<file path="src/rtl/dct_mac_sequencer.sv">
// Control sequencer for one DCT multiply-accumulate unit: steps coefficient index per sample,
// drives accumulator clear/enable and result-register capture, and hands results downstream.
module dct_mac_sequencer #(
    parameter int unsigned TAPS    = 8,
    parameter int unsigned MAC_LAT = 2,
    parameter int unsigned CW      = $clog2(TAPS)
) (
    input  logic          clk,
    input  logic          rst_n,
    input  logic          smp_valid,
    output logic          smp_ready,
    output logic          mac_en,
    output logic          mac_clr,
    output logic [CW-1:0] coef_idx,
    output logic          res_en,
    output logic          out_valid,
    input  logic          out_ready,
    output logic          busy
);

    typedef enum logic [1:0] {
        SlotEmpty,
        SlotDrain,
        SlotFull
    } slot_e;

    slot_e                slot_q, slot_d;
    logic [CW-1:0]        tap_q, tap_d;
    logic [MAC_LAT-1:0]   lat_q, lat_d;
    logic                 last_tap;
    logic                 acc;
    logic                 last_acc;

    assign last_tap = (tap_q == CW'(TAPS - 1));
    assign res_en   = lat_q[MAC_LAT-1];

    // Only the final tap is ever stalled; earlier taps of the next vector overlap the drain.
    always_comb begin
        smp_ready = 1'b1;
        if (last_tap) begin
            smp_ready = (slot_q == SlotEmpty) || ((slot_q == SlotFull) && out_ready);
        end
    end

    // Gating with rst_n keeps mac_en low while reset is held with smp_valid high.
    assign acc       = smp_valid & smp_ready & rst_n;
    assign last_acc  = acc & last_tap;
    assign mac_en    = acc;
    assign mac_clr   = acc & (tap_q == '0);
    assign coef_idx  = tap_q;
    assign out_valid = (slot_q == SlotFull);
    assign busy      = (tap_q != '0) || (slot_q != SlotEmpty);

    always_comb begin
        tap_d = tap_q;
        if (acc) begin
            tap_d = last_tap ? '0 : tap_q + CW'(1);
        end
    end

    always_comb begin
        lat_d    = lat_q << 1;
        lat_d[0] = last_acc;
    end

    always_comb begin
        slot_d = slot_q;
        unique case (slot_q)
            SlotEmpty: if (last_acc) slot_d = SlotDrain;
            SlotDrain: if (res_en) slot_d = SlotFull;
            SlotFull:  if (out_ready) slot_d = last_acc ? SlotDrain : SlotEmpty;
            default:   slot_d = SlotEmpty;
        endcase
    end

    always_ff @(posedge clk or negedge rst_n) begin
        if (!rst_n) begin
            slot_q <= SlotEmpty;
            tap_q  <= '0;
            lat_q  <= '0;
        end else begin
            slot_q <= slot_d;
            tap_q  <= tap_d;
            lat_q  <= lat_d;
        end
    end

endmodule

</file>
<file path="config.mk">
export PLATFORM = sky130hd
export DESIGN_NAME = dct_mac_sequencer
export DESIGN_NICKNAME = d
export VERILOG_FILES = /design/src/rtl/dct_mac_sequencer.sv
export SDC_FILE = /design/constraint.sdc
export NUM_CORES = 1
export LEC_CHECK = 0
export CORE_AREA = 2 2 39 41
export CTS_BUF_LIST = sky130_fd_sc_hd__clkbuf_4
export CTS_CLUSTER_DIAMETER = 80
export DETAILED_ROUTE_END_ITERATION = 8
export DIE_AREA = 0 0 41 43
export SYNTH_ARGS = -nofsm -noshare
export SYNTH_HDL_FRONTEND = slang
export SYNTH_SLANG_ARGS = --single-unit
</file>
<file path="constraint.sdc">
create_clock -name clk -period 2.6 [get_ports clk]
set_input_delay 0.39 -clock clk [delete_from_list [all_inputs] [get_ports clk]]
set_output_delay 0.39 -clock clk [all_outputs]
set_load 0.01 [all_outputs]
</file>
==> results.py <==
metrics = {
    "outcome": {
        "status": "completed",
    },
    "sta": {
        "tightest_slew_ns": 0.246,
        "finalSetupTns_ns": 0,
        "min_period_over_period_pct": 94.2,
        "finalSetupViolCount": 0,
        "fmaxAchievable_ghz": 0.408,
        "rsz0062_at_grt": "false",
        "layout_min_cycle_time_ns": 2.45,
        "hold_viol_final": 0,
        "finalMaxSlewViolations": 0,
        "skew_ns": 0.00372,
        "relSlewSlack_pct": 83.6,
        "setup_slack_ns": 0.152,
    },
    "global_routing": {
        "grt_use_total_pct": 10.6,
        "grt_pass1_wl_um": 1170,
        "grt_max_degree": 9,
        "overflow": 0,
        "antenna_found_initial": 0,
        "grt_pass1_vias": 288,
    },
    "cts": {
        "cts_resized": 0,
        "worstSkewPairLatency_ns": 0.25,
        "ctsHtreeMaxLevel": 1,
        "clockBufferDepth": 2,
        "clkTransAtPathRegs_ns": 0.05,
        "numCtsBuffers": 3,
        "cts_hold_buffers": 0,
        "postCtsSetupRepairBufs": 0,
        "clock_sinks": 7,
        "cts-root-buf": "clkbuf_4",
        "tritoncts": "built",
    },
    "critical_path": {
        "critPathMaxStageDelay_ns": 0.54,
        "startpoint_type": "flip-flop",
        "cp.required_ns": 2.21,
        "path_max_fanout": 4,
        "critPathCaptureType": "output pin",
        "path_delay_family": "buffers and inverters",
        "cp.arrival_ns": 2.06,
        "reg2reg_slack_ns": 0.94,
        "worst-setup-path-type": "reg -> out",
        "crit_path_cell_trace": "ha_1, ha_1, nand2_1, o2111ai_4, nor2_1, clkdlybuf4s50_1",
        "crit_slowest_cell": "clkdlybuf4s50_1",
        "worst-path-buf-inv": 1,
        "crit_top_cell": "ha_1",
    },
    "layout": {
        "area_delta_synth_final_pct": 47.5,
        "drive_above_1_share_pct": 20.0,
        "finish.instance_area_sq_um": 552,
        "antenna_cells": 0,
        "fin_cells": 66,
        "nNetsFinal": 58,
    },
    "placement": {
        "dp_slack_ns": 0.429,
        "gp_congestion": 0.662,
        "dp_hpwl_um": 571,
        "io_buffers": 12,
        "dpl_cell_area_sq_um": 522,
        "place_inst": 62,
    },
    "floorplan": {
        "fp-row-count": 14,
        "dieHeight_um": 43,
        "dieArea_sq_mm": 0.00176,
        "boundaryPins": 13,
        "core-area_sq_mm": 0.00138,
        "start_util_pct": 27.0,
        "die_w_um": 41,
    },
    "logic_synthesis": {
        "ys_ff_latch": 7,
        "synth-adder-area-share_pct": 10.0,
        "ys_top_cells_by_count": "dfrtp_1, inv_1, ha_1",
        "yosysTopAreaCell": "dfrtp_1",
        "synth-xor-area-share_pct": 0,
        "synth_top_area_share_pct": 46.8,
        "synth_fp_nets": 40,
        "muxShareOfSynthArea_pct": 8.03,
        "synth_top_family_by_area": "simple AND/OR/NAND/NOR gates",
        "postSynth.topFlopCell": "dfrtp_1",
        "synth_compound_area_share_pct": 13.7,
        "yosysWarnings": 0,
        "synth_cell_types": 16,
        "yosys.area_share.simple_pct": 14.7,
        "netlist_area_sq_um": 374,
        "synthArstFlopShare_pct": 100,
        "ys_seq_area_share_pct": 46.8,
        "synth_edf_count": 0,
        "synthTopCellsByArea": "dfrtp_1, ha_1, mux2_4",
        "synth_most_common_cell": "dfrtp_1",
        "synth_cells": 33,
        "syn_avg_cell_area_sq_um": 11.3,
    },
    "power": {
        "powerDensity_mw_per_mm2": 892,
        "p_leak_nw": 0.243,
        "pwr-share-seq_pct": 35.7,
        "swShare_pct": 32.5,
        "p_clk_share_pct": 22.3,
        "power.switching_mw": 0.160,
        "internal_power_mw": 0.332,
        "p_comb_share_pct": 42.0,
        "vdd.ir_drop.worst_uv": 436,
    },
    "detailed_routing": {
        "wirelength_um": 745,
        "firstDrtPassIters": 2,
        "vias": 295,
        "post-route-drc-count": 0,
        "vias_per_cell": 4.47,
        "postRouteAntennaNets": 0,
        "drt-initial-drc-count": 8,
        "routedWlPerCell_um": 11.3,
    },
    "hold_path": {
        "min_path_type": "reg -> reg",
    },
    "run": {
        "cap_violations": 0,
    },
}
[worst paths after layout]
path	from	endpoint	cells past startpoint
setup / recovery	coef_idx[1]$_DFFE_PN0P_	mac_clr	6
hold / removal	lat_q[0]$_DFF_PN0_	lat_q[1]$_DFF_PN0_	0
setup reg to reg	coef_idx[1]$_DFFE_PN0P_	coef_idx[1]$_DFFE_PN0P_	6
hold reg to reg	lat_q[0]$_DFF_PN0_	lat_q[1]$_DFF_PN0_	0
max in group asynchronous	rst_n	slot_q[1]$_DFFE_PN0P_	2
min in group asynchronous	rst_n	coef_idx[2]$_DFFE_PN0P_	2
[layout make-up]
cell class / instances / area [sq um]
multi-input cells: 20 / 174
fillers: 137 / 832
well taps: 16 / 20.0
repair buffers: 13 / 128
clock buffers: 4 / 30.0
inverters: 6 / 25.0
flip-flops and latches: 7 / 175
[state kept, by name, summed over array words and instances (netlist names)]
register,cells
coef_idx,3
lat_q,2
slot_q,2
[cell usage in the layout (no fill, tap or decap), drive strengths merged]
cell            n
o2bb2ai         1
clkbuf          4
nand2b          2
inv             6
or3             1
nand4           1
ha              3
nor2            2
o2111ai         1
o21ai           2
buf             1
clkdlybuf4s50  12
o22ai           1
nand2           2
mux2            2
dfrtp           7
nor2b           2
[per-layer routing]
layer | track usage, % | up-vias | wire (um)
met5 | 0 | - | 0
met4 | 10.0 | 0 | 21
met3 | 4.71 | 4 | 54
met2 | 13.8 | 13 | 318
met1 | 12.2 | 133 | 351
li1 | - | 145 | -
[metrics by stage]
stage,hold WS (ns),total power [mW],utilization [%]
floorplan,0.0944,0.284,-
global placement,0.337,0.383,37.7
detailed placement,0.336,0.385,37.7
CTS,0.347,0.499,39.9
global route,0.352,0.529,39.9
finish,0.346,0.492,39.9
[cell families after synthesis]
| group | count (synthesis) |
|---|---|
| AO/OA/AOI/OAI | 5 |
| multiplexers | 2 |
| AND/OR/NAND/NOR | 10 |
| flip-flops | 7 |
| buffers and inverters | 6 |
| adder cells (fa/ha/maj) | 3 |
[worst register-to-register path, stage by stage, from the launching register on]
cell	delay [ns]
dfrtp_1	0.42
ha_1	0.21
ha_1	0.22
nand2_1	0.12
o2111ai_4	0.17
inv_4	0.12
mux2_4	0.29
[power groups by stage]
stage	Combinational, mW	Clock [mW]	Sequential (mW)
finish	0.207	0.110	0.176
CTS	0.210	0.115	0.174
detailed placement	0.209	0	0.176
global route	0.228	0.121	0.180
floorplan	0.103	0	0.180
global placement	0.207	0	0.176
Power figures use the tool's default switching activity.
